## src/rtl/cn_ff_driver_pkg.sv

```systemverilog
// Shared definitions for the C/N flip-flop command driver: FSM states and
// the {c,n} command encodings placed on the bus.
package cn_ff_driver_pkg;

    typedef enum logic [1:0] {
        ST_IDLE  = 2'd0,
        ST_DRIVE = 2'd1,
        ST_DRAIN = 2'd2
    } state_t;

    // Command encodings, packed as {c, n}
    localparam logic [1:0] CN_HOLD = 2'b00;
    localparam logic [1:0] CN_SET  = 2'b11;
    localparam logic [1:0] CN_CLR  = 2'b01;

endpackage

```

## src/rtl/cn_ff_driver_excite.sv

```systemverilog
// Excitation table for a C/N flip-flop: given the shadow value s and the
// target t, produce the {c,n} command that moves q from s to t.
module cn_ff_driver_excite
    import cn_ff_driver_pkg::*;
(
    input  logic s,
    input  logic t,
    output logic c,
    output logic n
);

    logic [1:0] cn;

    // Hold when already at target, otherwise set (0->1) or clear (1->0)
    always_comb begin
        cn = CN_HOLD;
        if (s != t) begin
            cn = t ? CN_SET : CN_CLR;
        end
    end

    assign c = cn[1];
    assign n = cn[0];

endmodule

```

## src/rtl/cn_ff_driver.sv

```systemverilog
// Serialises a target word into one C/N command per clock for an external
// C/N flip-flop, tracks q with a shadow bit, and checks the fed-back q two
// cycles after each command to flag any mismatch for the word.
module cn_ff_driver
    import cn_ff_driver_pkg::*;
#(
    parameter int WIDTH     = 8,
    parameter bit LSB_FIRST = 1'b0
) (
    input  logic                       clk,
    input  logic                       reset,
    input  logic                       in_valid,
    output logic                       in_ready,
    input  logic [WIDTH-1:0]           in_data,
    output logic                       cn_c,
    output logic                       cn_n,
    input  logic                       ff_q,
    output logic                       busy,
    output logic                       done,
    output logic                       err,
    output logic [$clog2(WIDTH+1)-1:0] n_changes
);

    localparam int IW = $clog2(WIDTH);

    state_t           state;
    state_t           state_next;
    logic [WIDTH-1:0] shreg;
    logic [IW-1:0]    bit_idx;
    logic             drain_cnt;
    logic             shadow;
    logic             exp1;
    logic             exp2;
    logic             vld1;
    logic             vld2;
    logic             tgt;
    logic             nxt_c;
    logic             nxt_n;
    logic             accept;
    logic             last_bit;
    logic             mismatch;

    assign accept   = in_valid && (state == ST_IDLE);
    assign in_ready = (state == ST_IDLE);
    assign busy     = (state != ST_IDLE);
    assign tgt      = LSB_FIRST ? shreg[0] : shreg[WIDTH-1];
    assign last_bit = (bit_idx == IW'(WIDTH - 1));
    // Command registered two edges ago has now been sampled by the FF
    assign mismatch = vld2 && (ff_q != exp2);

    cn_ff_driver_excite u_excite (
        .s (shadow),
        .t (tgt),
        .c (nxt_c),
        .n (nxt_n)
    );

    // State register
    always_ff @(posedge clk) begin
        if (!reset) begin
            state <= ST_IDLE;
        end else begin
            state <= state_next;
        end
    end

    // Next-state logic: one word walks IDLE -> DRIVE -> DRAIN -> IDLE
    always_comb begin
        state_next = state;
        case (state)
            ST_IDLE:  if (accept)    state_next = ST_DRIVE;
            ST_DRIVE: if (last_bit)  state_next = ST_DRAIN;
            ST_DRAIN: if (drain_cnt) state_next = ST_IDLE;
            default:                 state_next = ST_IDLE;
        endcase
    end

    // Datapath: shift register, shadow, command bus, check pipe and counters
    always_ff @(posedge clk) begin
        if (!reset) begin
            shreg     <= '0;
            bit_idx   <= '0;
            drain_cnt <= 1'b0;
            shadow    <= 1'b0;
            exp1      <= 1'b0;
            exp2      <= 1'b0;
            vld1      <= 1'b0;
            vld2      <= 1'b0;
            cn_c      <= 1'b0;
            cn_n      <= 1'b0;
            done      <= 1'b0;
            err       <= 1'b0;
            n_changes <= '0;
        end else begin
            cn_c <= 1'b0;
            cn_n <= 1'b0;
            done <= 1'b0;
            vld1 <= 1'b0;
            vld2 <= vld1;
            exp2 <= exp1;
            if (mismatch) begin
                err <= 1'b1;
            end
            case (state)
                ST_IDLE: begin
                    if (accept) begin
                        shreg     <= in_data;
                        shadow    <= ff_q;
                        err       <= 1'b0;
                        n_changes <= '0;
                        bit_idx   <= '0;
                        drain_cnt <= 1'b0;
                        vld2      <= 1'b0;
                    end
                end
                ST_DRIVE: begin
                    cn_c      <= nxt_c;
                    cn_n      <= nxt_n;
                    shadow    <= tgt;
                    exp1      <= tgt;
                    vld1      <= 1'b1;
                    shreg     <= LSB_FIRST ? (shreg >> 1) : (shreg << 1);
                    bit_idx   <= bit_idx + 1'b1;
                    drain_cnt <= 1'b0;
                    if (nxt_n) begin
                        n_changes <= n_changes + 1'b1;
                    end
                end
                ST_DRAIN: begin
                    drain_cnt <= 1'b1;
                    if (drain_cnt) begin
                        done <= 1'b1;
                    end
                end
                default: begin
                end
            endcase
        end
    end

endmodule
```

## config.mk

```make
export PLATFORM = sky130hd
export DESIGN_NAME = cn_ff_driver
export DESIGN_NICKNAME = d
export VERILOG_FILES = /design/src/rtl/cn_ff_driver_pkg.sv /design/src/rtl/cn_ff_driver_excite.sv /design/src/rtl/cn_ff_driver.sv
export SDC_FILE = /design/constraint.sdc
export NUM_CORES = 1
export LEC_CHECK = 0
export ABC_AREA = 1
export CAP_MARGIN = 10
export CELL_PAD_IN_SITES_DETAIL_PLACEMENT = 0
export CELL_PAD_IN_SITES_GLOBAL_PLACEMENT = 2
export CORE_MARGIN = 2
export CORE_UTILIZATION = 31
export DETAILED_ROUTE_END_ITERATION = 7
export PLACE_DENSITY = 0.81
export SETUP_SLACK_MARGIN = 0.3
export SYNTH_ARGS = -nofsm -noshare
export SYNTH_HDL_FRONTEND = slang
export SYNTH_SLANG_ARGS = --single-unit
```

## constraint.sdc

```tcl
create_clock -name clk -period 2 [get_ports clk]
set_input_delay 0.4 -clock clk [delete_from_list [all_inputs] [get_ports clk]]
set_output_delay 0.4 -clock clk [all_outputs]
set_load 0.05 [all_outputs]
```

### Yosys cells after proc, flatten, opt, wreduce, memory -nomap -nowiden

Cells that the tools add are included.

| cells by class | value |
|---|---|
| add/sub/neg operators | 2 |
| eq/ne operators | 9 |
| muxes and demuxes | 24 |
| reduce and logical (&&, ||, !) cells | 13 |

Operator list:

| cell | count |
|---|---|
| $pmux 8 s2 | 1 |
| $mux 1 | 10 |
| $reduce_and 3->1 | 3 |
| $mux 2 | 4 |
| $mux 4 | 2 |
| $mux 8 | 1 |
| $pmux 4 s2 | 1 |
| $reduce_and 2->1 | 4 |
| $pmux 2 s3 | 1 |
| $pmux 3 s2 | 1 |
| $add 4x1->4 const B | 1 |
| $ne 2x1->1 const B | 2 |
| $ne 2x2->1 const B | 2 |
| $reduce_bool 2->1 | 2 |
| $add 3x1->3 const B | 1 |
| $eq 3x3->1 const B | 1 |
| $mux 3 | 1 |
| $pmux 1 s3 | 1 |
| $reduce_bool 3->1 | 1 |
| $eq 2x1->1 const B | 1 |
| $eq 2x2->1 const B | 1 |
| $logic_and 1x1->1 | 2 |
| $logic_not 2->1 | 1 |
| $ne 1x1->1 | 2 |
| $pmux 1 s2 | 1 |

| storage, ports and cells | value |
|---|---|
| flip-flop bits (word level) | 27 |
| bits of input ports | 12 |
| output and inout bits | 10 |

### Depth between registers and ports, before layout

| logic depth | value |
|---|---|
| word-level depth | 5 |
| depth in mapped cells | 8 |
| depth with buffers taken out | 8 |

### Cells and area by module

From an unflattened synthesis, not the netlist that was laid out.

| unflattened totals | value |
|---|---|
| cells, all modules | 161 |
| area, all modules | 1143.6 µm² |

Modules (own cells, without submodules):

| module | times used | cells an instance | area each (µm²) | sequential area each (µm²) |
|---|---|---|---|---|
| cn_ff_driver | 1 | 158 | 1123.6 | 540.5 |
| cn_ff_driver_excite | 1 | 3 | 20.0 | 0.0 |

### Worst setup path before layout

Ideal clock, no wire load.

| timing path | value |
|---|---|
| path type | register to output |
| start | register state[0] |
| end | output busy |
| arrival | 1.025 ns |
| slack | 0.575 ns |
| cell stages (with the launch flop) | 3 |
| path buffers | 0 |
| path through | dfxtp_1 -> nor2_4 -> inv_1 |

| between the ends | value |
|---|---|
| cells in the longest elaborated chain, start to end | 1 |

Ends and longest elaborated chain:

| element | line | RTL |
|---|---|---|
| from (decl) | cn_ff_driver.sv:26 | `state_t state;` |
| from (signal assigned) | cn_ff_driver.sv:63 | `state <= state_next;` |
| $reduce_bool 2->1 | cn_ff_driver.sv:45 | `assign busy = (state != ST_IDLE);` |
| to (decl) | cn_ff_driver.sv:18 | `output logic busy,` |

Every way passes these cells.

### Final worst setup path

| timing path | value |
|---|---|
| start | register n_changes[2] |
| end | output n_changes[2] |

RTL lines:

| element | line | RTL |
|---|---|---|
| from (decl) | cn_ff_driver.sv:21 | `output logic [$clog2(WIDTH+1)-1:0] n_changes` |
| from (signal assigned) | cn_ff_driver.sv:126 | `n_changes <= n_changes + 1'b1;` |

No word-level cell between the ends.

==> impl_metrics.env <==
export IMPL_outcome="complete, no violations"
export IMPL_antenna_found_initial=0
export IMPL_drt_iter0_drc=36
export IMPL_met2_usage=0.208
export IMPL_grt_max_degree=18
export IMPL_min_path_type="flop to flop"
export IMPL_fmax_ghz=0.615
export IMPL_path_clk_slew_ns=0.10
export IMPL_postRouteAntennaNets=0
export IMPL_synth_top_family_by_area="simple AND/OR/NAND/NOR gates"
export IMPL_synth_mux_area_frac=0
export IMPL_start_util=0.327
export IMPL_synth_simple_gate_area_frac=0.330
export IMPL_max_cap_violations=0
export IMPL_crit_fanout=5
export IMPL_synth_nets=175
export IMPL_rsz0062_at_grt="no"
export IMPL_firstDrtPassIters=4
export IMPL_die_width_um=66.9
export IMPL_grt_use_total=0.132
export IMPL_route_detailed_drc=0
export IMPL_die_area_um2=4470
export IMPL_worstSetupPathType="flop to output pin"
export IMPL_grt_pass1_vias=968
export IMPL_drive_gt1_frac=0.116
export IMPL_fillers=410
export IMPL_cts_setup_buffers=0
export IMPL_slew_headroom=0.667
export IMPL_h_tree_depth=1
export IMPL_seq_area_um2=541
export IMPL_cts_root_buf="clkbuf_8"
export IMPL_yosys_warnings=0
export IMPL_busiest_layer="met2"
export IMPL_tightest_slew_ns=0.502
export IMPL_numCtsBuffers=3
export IMPL_skew_ns=0.00717
export IMPL_nets=197
export IMPL_grt_pass1_wl_mm=4.46
export IMPL_ys_ff_latch=27
export IMPL_worst_path_buf_inv=1
export IMPL_cp_end_kind="output pin"
export IMPL_critPathRequiredTime_ns=1.60
export IMPL_critPathArrivalTime_ns=1.23
export IMPL_post_drt_wl_per_cell_um=10.9
export IMPL_crit_chain="dlygate4sd2_1"
export IMPL_drv_slew=0
export IMPL_post_route_min_period_ns=1.63
export IMPL_core_area_um2=3740
export IMPL_synthAdderAreaFrac=0.0306
export IMPL_use_met3=0.0355
export IMPL_routed_wl_mm=2.50
export IMPL_via_per_inst=4.39
export IMPL_numPortBuffers=21
export IMPL_num_vias=1006
export IMPL_clk_latency_ns=0.27
export IMPL_setup_tns_ns=0
export IMPL_setup_viol=0
export IMPL_cp_slowest_stage_delay_ns=0.55
export IMPL_holdWs_ns=0.439
export IMPL_synth_compound_area_frac=0.108
export IMPL_cp_top_family="buffers and inverters"
export IMPL_netlist_area_um2=1220
export IMPL_avgSynthCellArea_um2=7.66
export IMPL_io_pins=22
export IMPL_final_util=0.398
export IMPL_power_density_nw_per_um2=837
export IMPL_layout_common_cells="46 x nand2_1, 27 x dfxtp_1, 22 x nor2_1"
export IMPL_hold_violations=0
export IMPL_grt_util_met1=0.176
export IMPL_leakagePower_nw=0.683
export IMPL_rows=22
export IMPL_crit_slowest_cell="dlygate4sd2_1"
export IMPL_ys_seq_area_frac=0.441
export IMPL_multi_input_area_um2=574
export IMPL_synthDistinctLibCells=24
export IMPL_syn_to_final_growth_pct=21.6
export IMPL_timing_final_crit_share=0.814
export IMPL_cts_tree="built"
export IMPL_peakVddDrop_v=0.000376
export IMPL_clk_path_buf_depth=2
export IMPL_diodes=0
export IMPL_place_congestion=0.740
export IMPL_hold_buffers=0
export IMPL_clock_sinks=27
export IMPL_layout_commonest_cell="nand2_1"
export IMPL_synth_xor_area_frac=0
export IMPL_syn_inst=160
export IMPL_grt_ovfl_total=0
export IMPL_start_kind="flop"
export IMPL_hpwl_mm=1.82
export IMPL_dieHeight_um=66.9
## routing by layer
| metal | part of all wire | wire [um] |
|---|---|---|
| met5 | 0 | 0 |
| met4 | 0.0068 | 17 |
| met3 | 0.036 | 91 |
| met2 | 0.43 | 1080 |
| met1 | 0.52 | 1310 |
## worst reg2reg max path, stage by stage, from the launching register on
cell     delay [ns]
dfxtp_1        0.46
inv_2          0.09
nor2_4         0.30
nand3_4        0.15
nand3_1        0.13
nand2_1        0.07
nand2_1        0.06
inv_1          0.03
## synth_stat cells, drive strengths merged
cell type | count | area (um2)
a211oi | 1 | 12.5
o21ai | 15 | 78.8
nand4 | 1 | 6.26
o22ai | 1 | 6.26
o21a | 2 | 15.0
a21oi | 4 | 20.0
buf | 5 | 47.5
ha | 3 | 37.5
dfxtp | 27 | 541
nor2 | 26 | 123
nand3 | 5 | 37.5
nor3 | 4 | 20.0
inv | 16 | 62.6
nand2 | 50 | 218
## metrics by stage
step	setup WS [ns]	power [mW]	cells	cell area, um2
after floorplan	0.575	0.875	160	1220
after global placement	0.408	0.950	225	1450
after detailed placement	0.389	0.950	225	1450
after CTS	0.351	1.27	229	1490
after global routing	0.314	1.32	229	1490
final	0.373	1.25	229	1490
## layout make-up
class                   count  share of cell area
multi-input cells         112               0.386
flip-flops and latches     27               0.363
repair buffers             22               0.136
inverters                  16              0.0420
well taps                  48              0.0403
clock buffers               3              0.0277
clock inverters             1             0.00504
## cells by family after synthesis
group	count (synthesis)
flip-flops	27
AO/OA/AOI/OAI	23
AND/OR/NAND/NOR	86
buffers and inverters	21
adder cells (fa/ha/maj)	3
## state kept, by name, summed over array words and instances, names as in the netlist
| register | flops |
|---|---|
| vld1 | 1 |
| exp2 | 1 |
| vld2 | 1 |
| drain_cnt | 1 |
| done | 1 |
| err | 1 |
| shreg | 8 |
| cn_n | 1 |
| shadow | 1 |
| bit_idx | 3 |
| state | 2 |
| cn_c | 1 |
| exp1 | 1 |
| n_changes | 4 |
## final timing paths
check / from / endpoint / slack, ns / cells after the start
setup reg to reg: state[0] / n_changes[3] / 0.61 / 7
hold / removal: vld1 / vld2 / 0.44 / 2
setup / recovery: n_changes[2] / n_changes[2] / 0.37 / 1
hold reg to reg: vld1 / vld2 / 0.44 / 2
## what timing repair did
item                                    4_1_cts  5_1_grt
endpoints found under the hold margin         0        0
resized for setup                             8        0
endpoints found under the setup margin        8        0
## where the power goes
part | internal (mW) | leakage [nW] | total, mW | switching [mW]
clock | 0.141 | 0.0217 | 0.316 | 0.174
sequential | 0.584 | 0.221 | 0.619 | 0.0350
combinational | 0.104 | 0.441 | 0.311 | 0.208
total | 0.829 | 0.683 | 1.25 | 0.417
Note: power is estimated with default switching activity, not from simulation.
